[config.mk]
export PLATFORM = sky130hd
export DESIGN_NAME = axi_packetize_timeout
export DESIGN_NICKNAME = d
export VERILOG_FILES = /design/src/rtl/axi_packetize_timeout.sv
export SDC_FILE = /design/constraint.sdc
export NUM_CORES = 1
export LEC_CHECK = 0
export ABC_AREA = 1
export BUFFER_PORTS_ARGS = -buffer_cell sky130_fd_sc_hd__buf_4
export CORE_ASPECT_RATIO = 0.6
export CORE_UTILIZATION = 54
export DETAILED_ROUTE_END_ITERATION = 10
export PLACE_DENSITY = 0.77
export RECOVER_POWER = 100
export SYNTH_ARGS = -nofsm -noshare
export SYNTH_HDL_FRONTEND = slang
export SYNTH_SLANG_ARGS = --single-unit
[constraint.sdc]
create_clock -name clk -period 13.6 [get_ports clk]
set_input_delay 0.68 -clock clk [delete_from_list [all_inputs] [get_ports clk]]
set_output_delay 0.68 -clock clk [all_outputs]
set_load 0.01 [all_outputs]
[src/rtl/axi_packetize_timeout.sv]
// Packetizer that frames a continuous AXI-stream into packets of programmable length.
// The most recent word is held in a pending register so an idle timeout or flush can
// still close the open packet with a valid tlast.
module axi_packetize_timeout #(
    parameter int unsigned WIDTH            = 32,
    parameter int unsigned MAX_PKT_SIZE     = 1024,
    parameter int unsigned SR_PKT_SIZE_ADDR = 1,
    parameter int unsigned SR_TIMEOUT_ADDR  = 2,
    parameter int unsigned TIMEOUT_WIDTH    = 16
) (
    input  logic             clk,
    input  logic             reset_n,
    input  logic             clear,
    input  logic             flush,
    input  logic             set_stb,
    input  logic [7:0]       set_addr,
    input  logic [31:0]      set_data,
    input  logic [WIDTH-1:0] i_tdata,
    input  logic             i_tlast,
    input  logic             i_tvalid,
    output logic             i_tready,
    output logic [WIDTH-1:0] o_tdata,
    output logic             o_tlast,
    output logic             o_tvalid,
    input  logic             o_tready,
    output logic [15:0]      partial_cnt
);

    localparam int unsigned PW  = $clog2(MAX_PKT_SIZE + 1);
    localparam int unsigned TW  = TIMEOUT_WIDTH;
    localparam int unsigned TW1 = TIMEOUT_WIDTH + 1;
    localparam logic [PW-1:0] MaxSize = PW'(MAX_PKT_SIZE);
    localparam logic [PW-1:0] One     = PW'(1);

    logic [PW-1:0]    sr_pkt_size_q, sr_pkt_size_d;
    logic [TW-1:0]    sr_timeout_q, sr_timeout_d;
    logic [PW-1:0]    pkt_size_q, pkt_size_d;
    logic [PW-1:0]    pos_q, pos_d;
    logic             p_valid_q, p_valid_d;
    logic [WIDTH-1:0] p_data_q, p_data_d;
    logic             p_last_q, p_last_d;
    logic             o_valid_q, o_valid_d;
    logic [WIDTH-1:0] o_data_q, o_data_d;
    logic             o_last_q, o_last_d;
    logic [TW-1:0]    timer_q, timer_d;
    logic             expired_q, expired_d;
    logic [15:0]      partial_cnt_q, partial_cnt_d;

    logic [PW-1:0]  size_sr, pos_acc, size_acc;
    logic [TW1-1:0] timer_inc;
    logic           o_free, idle, expired, close, p_move, accept, cut, new_last;

    // Clamp the programmed size into 1..MAX_PKT_SIZE.
    always_comb begin
        size_sr = sr_pkt_size_q;
        if (sr_pkt_size_q == '0) begin
            size_sr = One;
        end else if (sr_pkt_size_q > MaxSize) begin
            size_sr = MaxSize;
        end
    end

    // Transfer/accept decisions and next-state for settings, datapath and timer.
    always_comb begin
        o_free    = ~o_valid_q | o_tready;
        idle      = p_valid_q & ~p_last_q & ~i_tvalid & (sr_timeout_q != '0);
        timer_inc = {1'b0, timer_q} + TW1'(1);
        expired   = expired_q | (idle & (timer_inc >= {1'b0, sr_timeout_q}));
        close     = expired | flush;
        p_move    = o_free & p_valid_q & (p_last_q | i_tvalid | close);
        i_tready  = ~p_valid_q | p_move;
        accept    = i_tvalid & i_tready;
        // A short close ends the packet, so a word arriving on the same edge starts anew.
        cut       = p_move & ~p_last_q & close;
        pos_acc   = cut ? One : pos_q;
        size_acc  = (pos_acc == One) ? size_sr : pkt_size_q;
        new_last  = (pos_acc == size_acc) | i_tlast;

        sr_pkt_size_d = sr_pkt_size_q;
        sr_timeout_d  = sr_timeout_q;
        pkt_size_d    = pkt_size_q;
        pos_d         = pos_q;
        p_valid_d     = p_valid_q;
        p_data_d      = p_data_q;
        p_last_d      = p_last_q;
        o_valid_d     = o_valid_q;
        o_data_d      = o_data_q;
        o_last_d      = o_last_q;
        timer_d       = timer_q;
        expired_d     = expired_q;
        partial_cnt_d = partial_cnt_q;

        if (set_stb && (set_addr == 8'(SR_PKT_SIZE_ADDR))) begin
            sr_pkt_size_d = set_data[PW-1:0];
        end
        if (set_stb && (set_addr == 8'(SR_TIMEOUT_ADDR))) begin
            sr_timeout_d = set_data[TW-1:0];
        end

        if (p_move) begin
            o_valid_d = 1'b1;
            o_data_d  = p_data_q;
            o_last_d  = p_last_q | close;
            p_valid_d = 1'b0;
        end else if (o_tready) begin
            o_valid_d = 1'b0;
        end

        if (accept) begin
            p_valid_d = 1'b1;
            p_data_d  = i_tdata;
            p_last_d  = new_last;
            pos_d     = new_last ? One : pos_acc + One;
            if (pos_acc == One) begin
                pkt_size_d = size_sr;
            end
        end else if (cut) begin
            pos_d = One;
        end

        if (cut) begin
            partial_cnt_d = partial_cnt_q + 16'd1;
        end

        // Timer saturates once expired; only a transfer or an empty P releases it.
        if (p_move || !p_valid_q) begin
            timer_d   = '0;
            expired_d = 1'b0;
        end else if (i_tvalid) begin
            timer_d = '0;
        end else if (idle && !expired_q) begin
            timer_d = timer_inc[TW-1:0];
            if (timer_inc >= {1'b0, sr_timeout_q}) begin
                expired_d = 1'b1;
            end
        end

        if (clear) begin
            pkt_size_d    = size_sr;
            pos_d         = One;
            p_valid_d     = 1'b0;
            p_data_d      = '0;
            p_last_d      = 1'b0;
            o_valid_d     = 1'b0;
            o_data_d      = '0;
            o_last_d      = 1'b0;
            timer_d       = '0;
            expired_d     = 1'b0;
            partial_cnt_d = '0;
        end
    end

    // State registers with asynchronous active-low reset.
    always_ff @(posedge clk or negedge reset_n) begin
        if (!reset_n) begin
            sr_pkt_size_q <= MaxSize;
            sr_timeout_q  <= '0;
            pkt_size_q    <= MaxSize;
            pos_q         <= One;
            p_valid_q     <= 1'b0;
            p_data_q      <= '0;
            p_last_q      <= 1'b0;
            o_valid_q     <= 1'b0;
            o_data_q      <= '0;
            o_last_q      <= 1'b0;
            timer_q       <= '0;
            expired_q     <= 1'b0;
            partial_cnt_q <= '0;
        end else begin
            sr_pkt_size_q <= sr_pkt_size_d;
            sr_timeout_q  <= sr_timeout_d;
            pkt_size_q    <= pkt_size_d;
            pos_q         <= pos_d;
            p_valid_q     <= p_valid_d;
            p_data_q      <= p_data_d;
            p_last_q      <= p_last_d;
            o_valid_q     <= o_valid_d;
            o_data_q      <= o_data_d;
            o_last_q      <= o_last_d;
            timer_q       <= timer_d;
            expired_q     <= expired_d;
            partial_cnt_q <= partial_cnt_d;
        end
    end

    assign o_tvalid    = o_valid_q;
    assign o_tdata     = o_data_q;
    assign o_tlast     = o_last_q;
    assign partial_cnt = partial_cnt_q;

endmodule

# == Word level (Yosys, flattened, before mapping) ==
# Cells that the tools add are included.
# W data, S select, Z words.
# totals
ff_bits,150
inputBits,80
word_cells,95
# classes
add_sub_neg,3
order_cmp,2
n_eq_ne,5
mux,34
n_bitwise,21
n_reduce_logical,17
# op_table
cell,count
$mux W32,4
$mux W11,9
$mux W16,6
$add A16 B1 Y17 const B,1
$ge A17 B16 Y1,1
$add A16 B1 Y16 const B,1
$reduce_bool A16 Y1,1
$mux W1,15
$reduce_bool A3 Y1,4
$add A11 B1 Y11 const B,1
$eq A11 B1 Y1 const B,1
$eq A11 B11 Y1,1
$gt A11 B11 Y1 const B,1
$logic_not A11 Y1,1
$and A1 B1 Y1,9
$eq A8 B1 Y1 const B,1
$eq A8 B2 Y1 const B,1
$or A1 B1 Y1,8
$reduce_bool A2 Y1,3
$not A1 Y1,4
$reduce_bool A4 Y1,1
$logic_and A1 B1 Y1,3
$ne A3 B2 Y1 const B,1
$reduce_and A3 Y1,1
other kinds (2),3

# == Logic depth before layout (Yosys ltp) ==
# depth
depth_word,19
depth_mapped,38
mapped_depth_nobuf,37

# == Worst setup path after synthesis ==
# Ideal clock, no wire load.
# synth_timing
path_type,register to register
from,register timer_q[2]
to,register pos_q[1]
setup_ps,140
arrival_ps,4304
path_slack_ps,9156
stages_incl_launch_ff,38
cell_sequence,dfrtp_1 inv_1 nor3_1 nand3_1 nor2_1 nand2_1 inv_1 nand4_1 nor3_1 nand3_1 xor2_1 inv_1 ha_1 a21oi_1 nand2_1 inv_1 nand3_2 nand2_2 [2 not listed] inv_1 nor2_1 inv_1 ha_1 a21boi_4 nand3_2 buf_6 buf_6 nand2_1 nand3_1 nand2_1 inv_1 nand2_1 nor2_1 nand3_1 nand2_2 buf_6 a21oi_2
# synth_via
elab_chain_len,17
word_cells_on_any_way,20
cone_classes,add/sub (2); order compare (1); eq/ne (2); mux (5); bitwise (10)
# synth_rtl
element,line_no,source
start: declaration,45,"logic [TW-1:0] timer_q, timer_d;"
start signal: assignment,180,timer_q <= timer_d;
$add A16 B1 Y17 *,67,"timer_inc = {1'b0, timer_q} + TW1'(1);"
$ge A17 B16 Y1 *,68,"expired = expired_q | (idle & (timer_inc >= {1'b0, sr_timeout_q}));"
$and A1 B1 Y1 *,68,
$or A1 B1 Y1 *,68,
$or A1 B1 Y1 *,69,close = expired | flush;
$or A1 B1 Y1,70,p_move = o_free & p_valid_q & (p_last_q | i_tvalid | close);
$and A1 B1 Y1,70,
$and A1 B1 Y1 (2 in series),74,cut = p_move & ~p_last_q & close;
$mux W11,n/a,
$eq A11 B1 Y1,76,size_acc = (pos_acc == One) ? size_sr : pkt_size_q;
$mux W11,76,
$eq A11 B11 Y1,77,new_last = (pos_acc == size_acc) | i_tlast;
$or A1 B1 Y1,77,
$mux W11,113,pos_d = new_last ? One : pos_acc + One;
$mux W11 *,109,if (accept) begin
$mux W11 *,138,if (clear) begin
net pos_d[1],38,"logic [PW-1:0] pos_q, pos_d;"
end signal: assignment,159,pos_q <= One;
end signal: assignment,173,pos_q <= pos_d;
end: declaration,38,
# The timed path passes the listed nets; every way through them passes the cells marked *.
# A chain may end at the register's enable or synchronous reset.

# == Final worst setup path ==
# layout_timing
from,register timer_q[2]
to,register p_last_q
# layout_via
elab_chain_len,16
word_cells_on_any_way,19
cone_classes,add/sub (1); order compare (1); eq/ne (2); mux (4); bitwise (10); reduce/logical (1)
# layout_rtl
element,line_no,source
$add A16 B1 Y17 *,67,
$ge A17 B16 Y1 *,68,
$and A1 B1 Y1 *,68,
$or A1 B1 Y1 *,68,
$or A1 B1 Y1 *,69,
$or A1 B1 Y1,70,
$and A1 B1 Y1,70,
$and A1 B1 Y1 (2 in series),74,
$mux W11,n/a,
$eq A11 B1 Y1,76,
$mux W11,76,
$eq A11 B11 Y1,77,
$or A1 B1 Y1,77,
$mux W1,109,
$mux W1,138,
end signal: assignment,176,p_last_q <= p_last_d;
end: declaration,41,"logic p_last_q, p_last_d;"
# Every way passes the cells marked *; elsewhere a longest branch is shown, timed or not. The select of a mux whose other input is x is not followed.

==> impl_metrics.toml <==
[clocking]
hold_fix_buffers_at_cts = 0
clock_sinks = 150
cts_htree_levels = 4
post_cts_resized = 0
clk-insertion-delay-late_ps = 430
cts-root-to-sink-buffers = 2
cts.root.buffer_cell = "sky130_fd_sc_hd__clkbuf_16"
cts_setup_buffers = 0
numCtsBuffers = 17
cts_tree = "built"
clk_pin_slew_worst_paths_ps = 70

[timing]
finalMaxSlewViolations = 194
max_freq_ghz = 0.136
timing.final.crit_period_ps = 7380
setup_repair_after_global_routing_missed_its_margin = "no"
slew_headroom_pct = -203
fin_tns_setup_ps = 0
tightestPinTransition_ps = 4540
finalCritPeriodShare_pct = 54.2
hold_violation_total_from_the_final_report = 0
finalSetupViolations = 0
finalClockSkew_ps = 8.88

[layout]
number_of_nets_in_the_layout = 1155
post_route_cells_drive_above_1_share_pct = 10.9
insertedDiodeCount = 0
final_common_cell = "sky130_fd_sc_hd__nand2_1"
layout-area-overhead-vs-synth_pct = 17.7
post-route-cell-area_mm2 = 0.00894
final_cell_mix = "238 x sky130_fd_sc_hd__nand2_1, 161 x sky130_fd_sc_hd__inv_1, 147 x sky130_fd_sc_hd__dfrtp_1"

[synth]
syn-mean-instance-area_um2 = 8.03
synth_largest_type_area_fraction_pct = 48.4
synth.area.top_cells = "sky130_fd_sc_hd__dfrtp_1 48%, sky130_fd_sc_hd__nand2_1 12%, sky130_fd_sc_hd__inv_1 7.9%, sky130_fd_sc_hd__o21ai_0 7.3%, sky130_fd_sc_hd__ha_1 3.3%"
netlist_area_mm2 = 0.00760
netlist_instances = 947
synthesis.yosys.warnings = 0
synth_seq_area_share_pct = 49.4
synth_cell_types = 43
yosys.area.top_type = "sky130_fd_sc_hd__dfrtp_1"
ys_seq_elements = 150
synth_nets = 1047

[global_routing]
total_congestion_overflow = 0
global_route_wire_length_before_repair_mm = 31.0
antenna_found_initial = 0
number_of_global_route_vias_before_repair = 6122
grt_max_degree = 87
grt_resource_usage_total_pct = 27.3

[route]
detail_route.vias_per_cell = 5.20
drt_drc_violations_left = 0
drt_first_iter_violations = 447
wire_per_inst_um = 14.7
drt_pass1_iterations = 5
finalWirelength_mm = 18.5
via_count = 6556
detail-route-antenna-nets = 0

[outcome]
status = "finished with violations"
violations_in_the_final_reports = "capacitance limit, slew limit"

[placement]
dpl.hpwl_mm = 12.7
place.gp.congestion = 0.930
placed_cell_area_mm2 = 0.00861
buffer_ports.inserted = 114

[die]
initial_standard_cell_utilization_of_the_core_pct = 55.5
floorplan.die_area_mm2 = 0.0146
floorplan.rows = 33
boundaryPins = 131
core_area_mm2 = 0.0137
die_y_um = 93.9
die_w_um = 155

[worst_setup_path]
critical_path_arrival_ps = 7730
critPathKind = "reg2reg"
worst_setup_path_end_kind = "register"
cp-start-kind = "register"
critPathRequiredTime_ps = 13960
slowest_delay_ps = 710
cpMostUsedCell = "sky130_fd_sc_hd__nand2_1"
worst-path-max-fanout = 20
critPathSlowestCell = "sky130_fd_sc_hd__nand3_1"

[power_and_ir_drop]
internal_power_component_mw = 0.813
combPwrFrac_pct = 13.0
clock_power_share_pct = 44.8
powerDensity_mw_per_mm2 = 127
power_dissipated_by_switching_net_loads_mw = 0.320
leakage_nw = 4.36
pwr-share-seq_pct = 42.2
power.share.switching_pct = 28.3
max-vdd-ir-drop_v = 0.0000736

[hold_path]
min-delay-path-class = "in2reg"

[run]
cap_viol_max_count = 3
## routing by layer
layer / vias to the layer above / routed length, um / GRT usage (%)
li1: 3240 / - / -
met1: 3057 / 9040 / 40.7
met3: 17 / 1590 / 7.52
met5: - / 0 / 0
met4: 0 / 142 / 6.13
met2: 242 / 7710 / 39.3
## power groups by stage
stage	combinational, mW	sequential (mW)	clock [mW]
final	0.148	0.478	0.508
after global routing	0.169	0.480	0.533
after CTS	0.156	0.477	0.514
after detailed placement	0.154	0.485	0
after global placement	0.151	0.485	0
after floorplan	0.101	0.485	0
## metrics by stage
stage	setup WS (ps)	std cells	power, mW	utilization, %	hold slack (ps)
finish	6220	1260	1.13	65.3	453
global route	5470	1260	1.18	65.3	454
CTS	7470	1260	1.15	67.4	337
detailed placement	7590	1228	0.639	62.8	474
global placement	7720	1228	0.636	62.8	466
floorplan	9160	947	0.586	-	384
## registers in the layout, indices dropped and copies added, names as in the netlist
| signal | count |
|---|---|
| expired_q | 1 |
| o_tdata | 32 |
| o_tlast | 1 |
| o_tvalid | 1 |
| p_data_q | 32 |
| p_last_q | 1 |
| p_valid_q | 1 |
| partial_cnt | 16 |
| pkt_size_q | 11 |
| pos_q | 11 |
| sr_pkt_size_q | 11 |
| sr_timeout_q | 16 |
| timer_q | 16 |
## cells in the mapped netlist
cell type	count
sky130_fd_sc_hd__buf_1	2
sky130_fd_sc_hd__o21ai_1	3
sky130_fd_sc_hd__o211ai_1	4
sky130_fd_sc_hd__o221ai_1	9
sky130_fd_sc_hd__xnor2_1	1
sky130_fd_sc_hd__a221o_1	1
sky130_fd_sc_hd__inv_2	1
sky130_fd_sc_hd__a2bb2oi_1	1
sky130_fd_sc_hd__nor3b_1	2
sky130_fd_sc_hd__nor2_2	1
sky130_fd_sc_hd__nand4_1	16
sky130_fd_sc_hd__a21boi_2	1
sky130_fd_sc_hd__nor2_1	66
sky130_fd_sc_hd__nand2_1	235
sky130_fd_sc_hd__inv_1	160
sky130_fd_sc_hd__buf_6	3
sky130_fd_sc_hd__a22oi_1	1
sky130_fd_sc_hd__o32ai_1	2
sky130_fd_sc_hd__o21ai_0	111
sky130_fd_sc_hd__clkinv_1	2
sky130_fd_sc_hd__a21boi_4	1
sky130_fd_sc_hd__a21oi_1	29
sky130_fd_sc_hd__nand2_4	2
sky130_fd_sc_hd__nor4_4	1
sky130_fd_sc_hd__nand3_1	43
sky130_fd_sc_hd__buf_4	1
sky130_fd_sc_hd__dfstp_2	3
sky130_fd_sc_hd__xor2_1	11
sky130_fd_sc_hd__o41ai_2	2
sky130_fd_sc_hd__nor2_4	1
sky130_fd_sc_hd__ha_1	20
sky130_fd_sc_hd__nand2_2	6
sky130_fd_sc_hd__clkbuf_1	24
sky130_fd_sc_hd__or2_2	1
sky130_fd_sc_hd__a21o_1	3
sky130_fd_sc_hd__a211oi_1	1
sky130_fd_sc_hd__nor4_1	3
sky130_fd_sc_hd__nor3_1	11
sky130_fd_sc_hd__nor4_2	1
sky130_fd_sc_hd__a21oi_2	10
sky130_fd_sc_hd__nand3_2	3
sky130_fd_sc_hd__dfrtp_1	147
sky130_fd_sc_hd__o21ai_2	1
## worst paths after layout
path	from	endpoint	slack, ps	cells after the start
hold reg to reg	o_tdata[23]$_DFFE_PN0P_	o_tdata[23]$_DFFE_PN0P_	490	2
setup / recovery	timer_q[2]$_DFFE_PN0P_	p_last_q$_DFFE_PN0P_	6220	36
max in group asynchronous	reset_n	o_tdata[11]$_DFFE_PN0P_	7090	2
min in group asynchronous	reset_n	sr_timeout_q[11]$_DFFE_PN0P_	1860	1
setup reg to reg	timer_q[2]$_DFFE_PN0P_	p_last_q$_DFFE_PN0P_	6220	36
hold / removal	i_tdata[18]	p_data_q[18]$_DFFE_PN0P_	450	3
## logic make-up after synthesis
logic type                 count (synthesis)  synth area share (%)
AOI/OAI and AO/OA                        180                  13.9
xor gates and xnor gates                  12                  1.38
adders and majority gates                 20                  3.29
buffers and inverters                    193                  9.88
DFF                                      150                  49.4
and+or+nand+nor                          392                  22.1
## worst max-delay path, delay by kind of cell (launching register included)
family	cells	cell delay, ps
xor+xnor	1	160
flops	1	390
fa+ha+maj	2	470
simple gates	26	4550
compound gates	1	380
buf+inv	6	1340
## layout make-up
type / instances / area [um^2]
fill: 1232 / 4760
sequential: 150 / 3760
multi-input combinational: 604 / 3010
timing repair buffer: 119 / 687
inverter: 163 / 612
clock buffer: 17 / 425
tap: 192 / 240
clock inverter: 15 / 209
Power figures use the tool's default switching activity.
